File: config.mk
export PLATFORM = sky130hd
export DESIGN_NAME = hdmi_line_fetch_arb
export DESIGN_NICKNAME = d
export VERILOG_FILES = /design/src/rtl/hdmi_arb_pkg.sv /design/src/rtl/hdmi_line_fetch_ch.sv /design/src/rtl/hdmi_line_fetch_arb.sv
export SDC_FILE = /design/constraint.sdc
export NUM_CORES = 1
export LEC_CHECK = 0
export ABC_AREA = 1
export BUFFER_PORTS_ARGS = -buffer_cell sky130_fd_sc_hd__buf_2
export CAP_MARGIN = 40
export CORE_UTILIZATION = 50
export DETAILED_ROUTE_END_ITERATION = 8
export GPL_TIMING_DRIVEN = 0
export PLACE_DENSITY = 0.82
export SETUP_SLACK_MARGIN = 0.4
export SLEW_MARGIN = 20
export SYNTH_ARGS = -nofsm -noshare
export SYNTH_HDL_FRONTEND = slang
export SYNTH_SLANG_ARGS = --single-unit
export TNS_END_PERCENT = 20
File: constraint.sdc
create_clock -name pixel_clk -period 2.98 [get_ports pixel_clk]
set_input_delay 0.298 -clock pixel_clk [delete_from_list [all_inputs] [get_ports pixel_clk]]
set_output_delay 0.298 -clock pixel_clk [all_outputs]
set_load 0.03 [all_outputs]
File: src/rtl/hdmi_arb_pkg.sv
// Shared types and helpers for the dual-channel HDMI line-fetch arbiter.
package hdmi_arb_pkg;

    typedef enum logic [1:0] {IDLE, CMD, DATA} state_t;

    localparam int NUM_CH = 2;

    function automatic int unsigned min_len(input int unsigned remaining,
                                            input int unsigned burst_len);
        return (remaining < burst_len) ? remaining : burst_len;
    endfunction

endpackage

File: src/rtl/hdmi_line_fetch_ch.sv
// Per-channel line state: busy flag, address pointer, remaining words,
// plus the overrun and done pulses.
module hdmi_line_fetch_ch #(
    parameter int AW         = 28,
    parameter int LINE_WORDS = 1280,
    parameter int ADDR_STEP  = 2,
    parameter int LW         = 7,
    parameter int RW         = $clog2(LINE_WORDS + 1)
) (
    input  logic          i_clk,
    input  logic          i_rst,
    input  logic          i_req,
    input  logic [AW-1:0] i_addr,
    input  logic          i_adv,
    input  logic [LW-1:0] i_adv_len,
    input  logic          i_last_beat,
    output logic          o_busy,
    output logic [AW-1:0] o_ptr,
    output logic [RW-1:0] o_remaining,
    output logic          o_done,
    output logic          o_overrun
);

    logic          r_busy;
    logic [AW-1:0] r_ptr;
    logic [RW-1:0] r_rem;
    logic          r_done;
    logic          r_overrun;

    always_ff @(posedge i_clk) begin
        if (i_rst) begin
            r_busy    <= 1'b0;
            r_ptr     <= '0;
            r_rem     <= '0;
            r_done    <= 1'b0;
            r_overrun <= 1'b0;
        end else begin
            r_overrun <= i_req & r_busy;
            // remaining was already decremented at command accept, so zero here means last burst
            r_done    <= i_last_beat & (r_rem == '0);
            if (i_req && !r_busy) begin
                r_busy <= 1'b1;
                r_ptr  <= i_addr;
                r_rem  <= RW'(LINE_WORDS);
            end else begin
                if (r_done)
                    r_busy <= 1'b0;
                if (i_adv) begin
                    r_ptr <= r_ptr + AW'(i_adv_len) * AW'(ADDR_STEP);
                    r_rem <= r_rem - RW'(i_adv_len);
                end
            end
        end
    end

    assign o_busy      = r_busy;
    assign o_ptr       = r_ptr;
    assign o_remaining = r_rem;
    assign o_done      = r_done;
    assign o_overrun   = r_overrun;

endmodule

File: src/rtl/hdmi_line_fetch_arb.sv
// Shares one frame-buffer read port between two HDMI line buffers,
// round-robin per burst, one burst outstanding at a time.
module hdmi_line_fetch_arb
    import hdmi_arb_pkg::*;
#(
    parameter int AW         = 28,
    parameter int DW         = 16,
    parameter int LINE_WORDS = 1280,
    parameter int BURST_LEN  = 64,
    parameter int ADDR_STEP  = 2,
    parameter int LW         = $clog2(BURST_LEN) + 1
) (
    input  logic          pixel_clk,
    input  logic          sys_rst,
    input  logic          ch0_req,
    input  logic [AW-1:0] ch0_addr,
    output logic          ch0_busy,
    output logic          ch0_done,
    output logic          ch0_overrun,
    output logic          ch0_wr_en,
    output logic [DW-1:0] ch0_wr_data,
    input  logic          ch1_req,
    input  logic [AW-1:0] ch1_addr,
    output logic          ch1_busy,
    output logic          ch1_done,
    output logic          ch1_overrun,
    output logic          ch1_wr_en,
    output logic [DW-1:0] ch1_wr_data,
    output logic          mem_cmd_valid,
    input  logic          mem_cmd_ready,
    output logic [AW-1:0] mem_cmd_addr,
    output logic [LW-1:0] mem_cmd_len,
    input  logic          mem_rd_valid,
    input  logic [DW-1:0] mem_rd_data,
    output logic          err_stray
);

    localparam int RW = $clog2(LINE_WORDS + 1);

    logic [NUM_CH-1:0]         w_req, w_busy, w_done, w_ovr, w_adv, w_last, w_elig;
    logic [NUM_CH-1:0][AW-1:0] w_addr_in, w_ptr;
    logic [NUM_CH-1:0][RW-1:0] w_rem;

    state_t                    r_state, w_state_nxt;
    logic                      r_rr, r_gnt, w_sel, w_beat, w_cmd_valid;
    logic [LW-1:0]             r_len, r_beat, w_sel_len;
    logic [AW-1:0]             r_addr;
    logic [NUM_CH-1:0]         r_wr_en;
    logic [NUM_CH-1:0][DW-1:0] r_wr_data;
    logic                      r_err;

    assign w_req     = {ch1_req, ch0_req};
    assign w_addr_in = {ch1_addr, ch0_addr};
    assign w_beat    = (r_state == DATA) && mem_rd_valid;

    for (genvar g = 0; g < NUM_CH; g++) begin : g_ch
        assign w_adv[g]  = (r_state == CMD) && mem_cmd_ready && (r_gnt == 1'(g));
        assign w_last[g] = w_beat && (r_beat == LW'(1)) && (r_gnt == 1'(g));
        assign w_elig[g] = w_busy[g] && (w_rem[g] != '0);

        hdmi_line_fetch_ch #(
            .AW(AW), .LINE_WORDS(LINE_WORDS), .ADDR_STEP(ADDR_STEP), .LW(LW), .RW(RW)
        ) u_ch (
            .i_clk       (pixel_clk),
            .i_rst       (sys_rst),
            .i_req       (w_req[g]),
            .i_addr      (w_addr_in[g]),
            .i_adv       (w_adv[g]),
            .i_adv_len   (r_len),
            .i_last_beat (w_last[g]),
            .o_busy      (w_busy[g]),
            .o_ptr       (w_ptr[g]),
            .o_remaining (w_rem[g]),
            .o_done      (w_done[g]),
            .o_overrun   (w_ovr[g])
        );
    end

    always_comb begin
        w_state_nxt = r_state;
        w_cmd_valid = 1'b0;
        // round-robin only matters when both are eligible
        w_sel       = (&w_elig) ? r_rr : ~w_elig[0];
        w_sel_len   = LW'(min_len(32'(w_rem[w_sel]), BURST_LEN));
        case (r_state)
            IDLE: if (|w_elig) w_state_nxt = CMD;
            CMD: begin
                w_cmd_valid = 1'b1;
                if (mem_cmd_ready) w_state_nxt = DATA;
            end
            DATA: if (w_beat && r_beat == LW'(1)) w_state_nxt = IDLE;
            default: w_state_nxt = IDLE;
        endcase
    end

    always_ff @(posedge pixel_clk) begin
        if (sys_rst) begin
            r_state   <= IDLE;
            r_rr      <= 1'b0;
            r_gnt     <= 1'b0;
            r_len     <= '0;
            r_addr    <= '0;
            r_beat    <= '0;
            r_wr_en   <= '0;
            r_wr_data <= '0;
            r_err     <= 1'b0;
        end else begin
            r_state <= w_state_nxt;
            case (r_state)
                IDLE: if (|w_elig) begin
                    r_gnt  <= w_sel;
                    r_len  <= w_sel_len;
                    r_addr <= w_ptr[w_sel];
                end
                CMD: if (mem_cmd_ready) r_beat <= r_len;
                DATA: if (mem_rd_valid) begin
                    r_beat <= r_beat - LW'(1);
                    if (r_beat == LW'(1)) r_rr <= ~r_gnt;
                end
                default: ;
            endcase
            if (mem_rd_valid && r_state != DATA) r_err <= 1'b1;
            for (int c = 0; c < NUM_CH; c++) begin
                r_wr_en[c] <= w_beat && (r_gnt == 1'(c));
                if (w_beat && r_gnt == 1'(c)) r_wr_data[c] <= mem_rd_data;
            end
        end
    end

    assign ch0_busy      = w_busy[0];
    assign ch0_done      = w_done[0];
    assign ch0_overrun   = w_ovr[0];
    assign ch0_wr_en     = r_wr_en[0];
    assign ch0_wr_data   = r_wr_data[0];
    assign ch1_busy      = w_busy[1];
    assign ch1_done      = w_done[1];
    assign ch1_overrun   = w_ovr[1];
    assign ch1_wr_en     = r_wr_en[1];
    assign ch1_wr_data   = r_wr_data[1];
    assign mem_cmd_valid = w_cmd_valid;
    assign mem_cmd_addr  = r_addr;
    assign mem_cmd_len   = r_len;
    assign err_stray     = r_err;

endmodule

== After elaboration in Yosys (flattened, before gate mapping) ==
Index checks and enable logic that the tools add are counted.
Cells by class
  muxes and demuxes: 26
  $add $sub $neg: 5
  eq/ne operators: 8
  bitwise logic cells: 6
  order comparisons: 2
  reductions and logical operators: 34
Operators with widths (number)
  28-bit two-way mux: 6
  11-bit two-way mux: 6
  28-bit by 8-bit adder with 28-bit output: 2
  11-bit logical NOT: 2
  11-bit nonzero test: 2
  11-bit by 7-bit subtractor with 11-bit output: 2
  7-bit two-way mux: 3
  1-bit logical AND: 14
  7-bit case mux with 2 select lines: 1
  11-bit by 7-bit < comparator with 1-bit output (second input constant): 1
  2-bit nonzero test: 5
  3-bit AND reduction: 3
  2-bit != test (second input constant): 4
  7-bit by 1-bit equality test with 1-bit output (second input constant): 1
  7-bit by 1-bit subtractor with 7-bit output (second input constant): 1
  1-bit two-way mux: 6
  2-bit two-way mux: 3
  2-bit case mux with 3 select lines: 1
  2-bit OR reduction: 3
  1-bit bitwise AND: 4
  2-bit AND reduction: 2
  2-bit by 1-bit equality test with 1-bit output (second input constant): 1
  2-bit equality test (second input constant): 1
  1-bit logical NOT: 2
  4 further kinds: 5
Storage, ports and cells
  input port bits: 78
  bits in registers: 165
  word-level logic and storage cells: 103

== Longest topological paths before layout ==
  word-level depth: 8
  mapped depth: 14
  mapped depth without buffers: 14

== Cells and area by module ==
Synthesis repeated with hierarchy kept, for this count alone.
Unflattened totals
  cells, all modules: 1567
  area, all modules: 10029.6 sq um
By module, submodules not included
  hdmi_line_fetch_ch: cells each 533, area an instance 3210.6 sq um, seq. area each 840.8 sq um, instances 2
  hdmi_line_fetch_arb: cells each 501, area an instance 3608.5 sq um, seq. area each 1621.6 sq um, instances 1

== Least setup slack after synthesis ==
No wires, ideal clock.
  path kind: reg-to-reg
  start point: register r_len[1], in the netlist mem_cmd_len[1]
  end point: register g_ch[1].u_ch.r_rem[10]
  buffers on the path: 0
  arrival time: 2.202 ns
  slack: 0.667 ns
  period minus slack after synthesis: 2.313 ns
  setup time: 0.111 ns
  cell stages (with the launch flop): 13
  cells stage by stage: dfxtp_1 -> inv_1 -> fa_1 -> nand3_1 -> nand3_1 -> inv_1 -> nor2_1 -> o21ai_0 -> nand3_1 -> nand2_1 -> nand3_1 -> nand2_1 -> inv_1
On the way
  longest elaborated chain between the ends: 3
RTL lines
  start: declaration: RTL line hdmi_line_fetch_arb.sv:46  | logic [LW-1:0] r_len, r_beat, w_sel_len;
  start signal: assignment: RTL line hdmi_line_fetch_arb.sv:112  | r_len <= w_sel_len;
  11-bit by 7-bit subtractor with 11-bit output: RTL line hdmi_line_fetch_ch.sv:50  | r_rem <= r_rem - RW'(i_adv_len);
  11-bit two-way mux: RTL line hdmi_line_fetch_ch.sv:48  | if (i_adv) begin
  11-bit two-way mux: RTL line hdmi_line_fetch_ch.sv:41  | if (i_req && !r_busy) begin
  end signal: assignment: RTL line hdmi_line_fetch_ch.sv:44  | r_rem <= RW'(LINE_WORDS);
  end signal: assignment: RTL line hdmi_line_fetch_ch.sv:50
  end: declaration: RTL line hdmi_line_fetch_ch.sv:26  | logic [RW-1:0] r_rem;
Every way passes these cells. The select of a mux whose other input is x is not followed.
A chain may end at the register's enable or synchronous reset.

== Worst setup path after layout ==
  start point: register r_len[1], in the netlist mem_cmd_len[1]
  end point: register g_ch[1].u_ch.r_ptr[25]
On the way
  longest elaborated chain between the ends: 3
RTL lines
  28-bit by 8-bit adder with 28-bit output: RTL line hdmi_line_fetch_ch.sv:49  | r_ptr <= r_ptr + AW'(i_adv_len) * AW'(ADDR_STEP);
  28-bit two-way mux: RTL line hdmi_line_fetch_ch.sv:48
  28-bit two-way mux: RTL line hdmi_line_fetch_ch.sv:41
  end signal: assignment: RTL line hdmi_line_fetch_ch.sv:43  | r_ptr <= i_addr;
  end signal: assignment: RTL line hdmi_line_fetch_ch.sv:49
  end: declaration: RTL line hdmi_line_fetch_ch.sv:25  | logic [AW-1:0] r_ptr;
Every way passes these cells. The select of a mux whose other input is x is not followed.

==> flow_summary.yaml <==
final_layout:
  fillCellCount: 1856
  final_core_util: 0.603
  nets: 1840
  fin_area_mm2: 0.0118
  layout-drive-gt1-share: 0.169
  regArea_mm2: 0.00331
  multiInputGateArea_mm2: 0.00575
  area_growth_pct: 17.5
detailed_routing:
  drt_iter0_drc: 1250
  wirelength_um: 31900
  wire_per_inst_um: 15.9
  drtPass1Iterations: 8
  ant_nets: 0
  drc: 0
  vias: 11000
  viasPerCell: 5.47
floorplan:
  fp.dieH_um: 144
  ios: 155
  die_w_um: 144
  core_area_mm2: 0.0196
  fp.dieArea_mm2: 0.0207
  initial_utilization: 0.514
  rows: 51
clocking:
  cts_tree: "built"
  clockRootBuffer: "clkbuf_16"
  cts_inserted_buffers: 17
  clk_pin_slew_ns: 0.08
  clockBufferDepth: 2
  cts_hold_buf: 0
  cts.sinks: 165
  htree_levels: 4
  clk_latency_ns: 0.44
sta:
  slew-limit-headroom: 0.429
  finalCritPeriodShare: 0.799
  setup_slack_ns: 0.600
  tightest_slew_ns: 0.856
  finClkSkew_ns: 0.00861
  hold_viol_final: 0
  rsz0062_at_grt: "no"
  fmax_ghz: 0.420
  layout_min_cycle_time_ns: 2.38
  finalSetupTns_ns: 0
  hold_ws_ns: 0.0890
  slew_violations: 0
  final-setup-viol-count: 0
critical_path:
  crit_path_start: "mem_cmd_len[1]"
  cp-start-kind: "register"
  path_max_fanout: 6
  r2r_slack_ns: 0.60
  r2r-start: "mem_cmd_len[1]"
  path_class: "register to register"
  endpoint: "g_ch[1].u_ch.o_ptr[25]"
  rr_worst_depth: 11
  worstPathRequired_ns: 3.27
  crit_arrival_ns: 2.67
  worst_setup_path_end_kind: "register"
  timing.rr.end: "g_ch[1].u_ch.o_ptr[25]"
synth:
  yosysWarnings: 0
  ys_seq_elements: 165
  synth_top_family_by_area: "simple AND/OR/NAND/NOR gates"
  async_flop_share: 0
  synth-compound-area-share: 0.147
  synth_cell_types: 50
  synth_nets: 1665
  synth_top_area_frac: 0.328
  synth_top_area_cell: "dfxtp_1"
  ys_seq_area_frac: 0.328
  synthAdderAreaFrac: 0.0453
  synth-edff-count: 0
  ys.flop_type: "dfxtp_1"
  synth_simple_gate_area_share: 0.362
  synth.avg_cell_area_um2: 6.48
  synthMuxAreaShare: 0
  netlist_area_mm2: 0.0101
  yosysMostFrequentCell: "nand2_1"
  synth_area_leaders: "dfxtp_1, nand2_1, nor2_1"
  postSynthCellCount: 1553
  synth_xor_xnor_area_share: 0.0165
  ys_top_cells_by_count: "nand2_1, nor2_1, dfxtp_1, inv_1, nand3_1"
power_and_ir_drop:
  internal-power_mw: 4.12
  p_sw_frac: 0.377
  ir_worst_vdd_mv: 0.501
  clkPwrFrac: 0.346
  power_switching_mw: 2.49
  leakage_nw: 5.64
  power.density_mw_per_mm2: 559
  p_comb_frac: 0.259
  seqPwrFrac: 0.395
place:
  gp_congestion: 0.957
  dp_slack_ns: 0.307
  dpl_cell_area_mm2: 0.0112
  portBuffers: 154
  dp_hpwl_um: 24200
global_routing:
  grt_pass1_vias: 10000
  grt_pass1_wl_um: 50400
  antenna_found_initial: 1
  grt_overflow_total: 0
  grt_use_total: 0.315
  grt_max_degree: 21
run:
  cap_violations: 0
min_path:
  hold_path.class: "primary input to register"
outcome:
  status: "finished clean"
## placed cells by master (no fill, tap or decap), types with 13 or more instances in the layout
cell type,count
o21ai_0,63
dfxtp_1,163
inv_1,164
buf_2,176
nand2_1,397
ha_1,30
xor2_1,15
nor2_1,199
nand4_1,20
a21oi_1,127
nand3_1,132
clkbuf_16,17
clkbuf_1,19
nand3b_1,14
o21ai_1,22
nor2_2,15
inv_2,17
a31oi_1,13
## metal layers
metal | GRT usage | up-vias | routed length, um | part of all wire
li1 | - | 5377 | - | -
met1 | 0.408 | 4967 | 13400 | 0.42
met2 | 0.505 | 548 | 14500 | 0.45
met3 | 0.0636 | 90 | 2910 | 0.091
met4 | 0.135 | 0 | 1110 | 0.035
met5 | 0 | - | 0 | 0
## state kept, by name, summed over array words and instances, names as in the netlist
| signal | count |
|---|---|
| g_ch.u_ch.o_ptr | 56 |
| mem_cmd_addr | 28 |
| g_ch.u_ch.o_remaining | 22 |
| ch0_wr_data | 16 |
| ch1_wr_data | 16 |
| mem_cmd_len | 7 |
| r_beat | 7 |
| g_ch.u_ch.o_busy | 2 |
| g_ch.u_ch.o_done | 2 |
| g_ch.u_ch.o_overrun | 2 |
| r_state | 2 |
| r_wr_en | 2 |
| err_stray | 1 |
| r_gnt | 1 |
| r_rr | 1 |
## how the worst min path moves through the flow
| stage | startpoint | to | slack (ns) | depth (start not counted) |
|---|---|---|---|---|
| 2_1_floorplan | g_ch[1].u_ch.o_ptr[0] | g_ch[1].u_ch.o_ptr[0] | 0.42 | 2 |
| 6_report | mem_rd_data[1] | ch0_wr_data[1] | 0.09 | 3 |
| 3_5_place_dp | ch1_wr_data[12] | ch1_wr_data[12] | 0.45 | 2 |
| 3_3_place_gp | ch1_wr_data[3] | ch1_wr_data[3] | 0.44 | 2 |
| 4_1_cts | mem_rd_data[1] | ch0_wr_data[1] | 0.08 | 3 |
| 5_1_grt | mem_rd_data[1] | ch0_wr_data[1] | 0.1 | 3 |
## stage by stage
| stage | std cells | total power [mW] |
|---|---|---|
| after CTS | 2004 | 6.59 |
| after global routing | 2006 | 6.90 |
| final | 2007 | 6.61 |
| after detailed placement | 1972 | 4.33 |
| after floorplan | 1553 | 3.81 |
| after global placement | 1972 | 4.28 |
## timing repair
item | 4_1_cts | 5_1_grt
resized for setup | 1 | 3
gates cloned | 0 | 0
endpoints found under the hold margin | 0 | 0
setup buffers | 0 | 2
setup endpoints to repair | 3 | 15
## kinds of logic after synthesis
kind of cell / count (synthesis)
AOI/OAI and AO/OA: 264
adders and majority gates: 34
xor gates and xnor gates: 19
buffers and inverters: 242
and+or+nand+nor: 829
DFF: 165
## power by group through the flow
stage                     clock network, mW  logic (mW)  registers, mW
after detailed placement                  0        1.68           2.65
after global routing                   2.39        1.88           2.62
after CTS                              2.30        1.69           2.60
final                                  2.29        1.71           2.61
after global placement                    0        1.64           2.64
after floorplan                           0        1.05           2.77
## critical path, cell delays in order (launching register included)
cell and delay [ns]:
dfxtp_2 0.49, clkinvlp_4 0.14, buf_4 0.16, fa_1 0.50, o21bai_1 0.33, nand2_1 0.08, nand2_1 0.20, nand2_1 0.08
nand2_1 0.06, nand3_1 0.06, nand2_1 0.07, a21oi_1 0.05
## cell type report
| class | instances | area share |
|---|---|---|
| Clock inverter | 15 | 0.0174 |
| Sequential cell | 165 | 0.280 |
| Antenna cell | 1 | 0.000212 |
| Tap cell | 265 | 0.0281 |
| Multi-Input combinational cell | 1146 | 0.487 |
| Buffer | 58 | 0.0268 |
| Timing Repair Buffer | 156 | 0.0665 |
| Clock buffer | 17 | 0.0360 |
| Inverter | 184 | 0.0590 |
No activity file was read; power rests on OpenSTA's default activity.
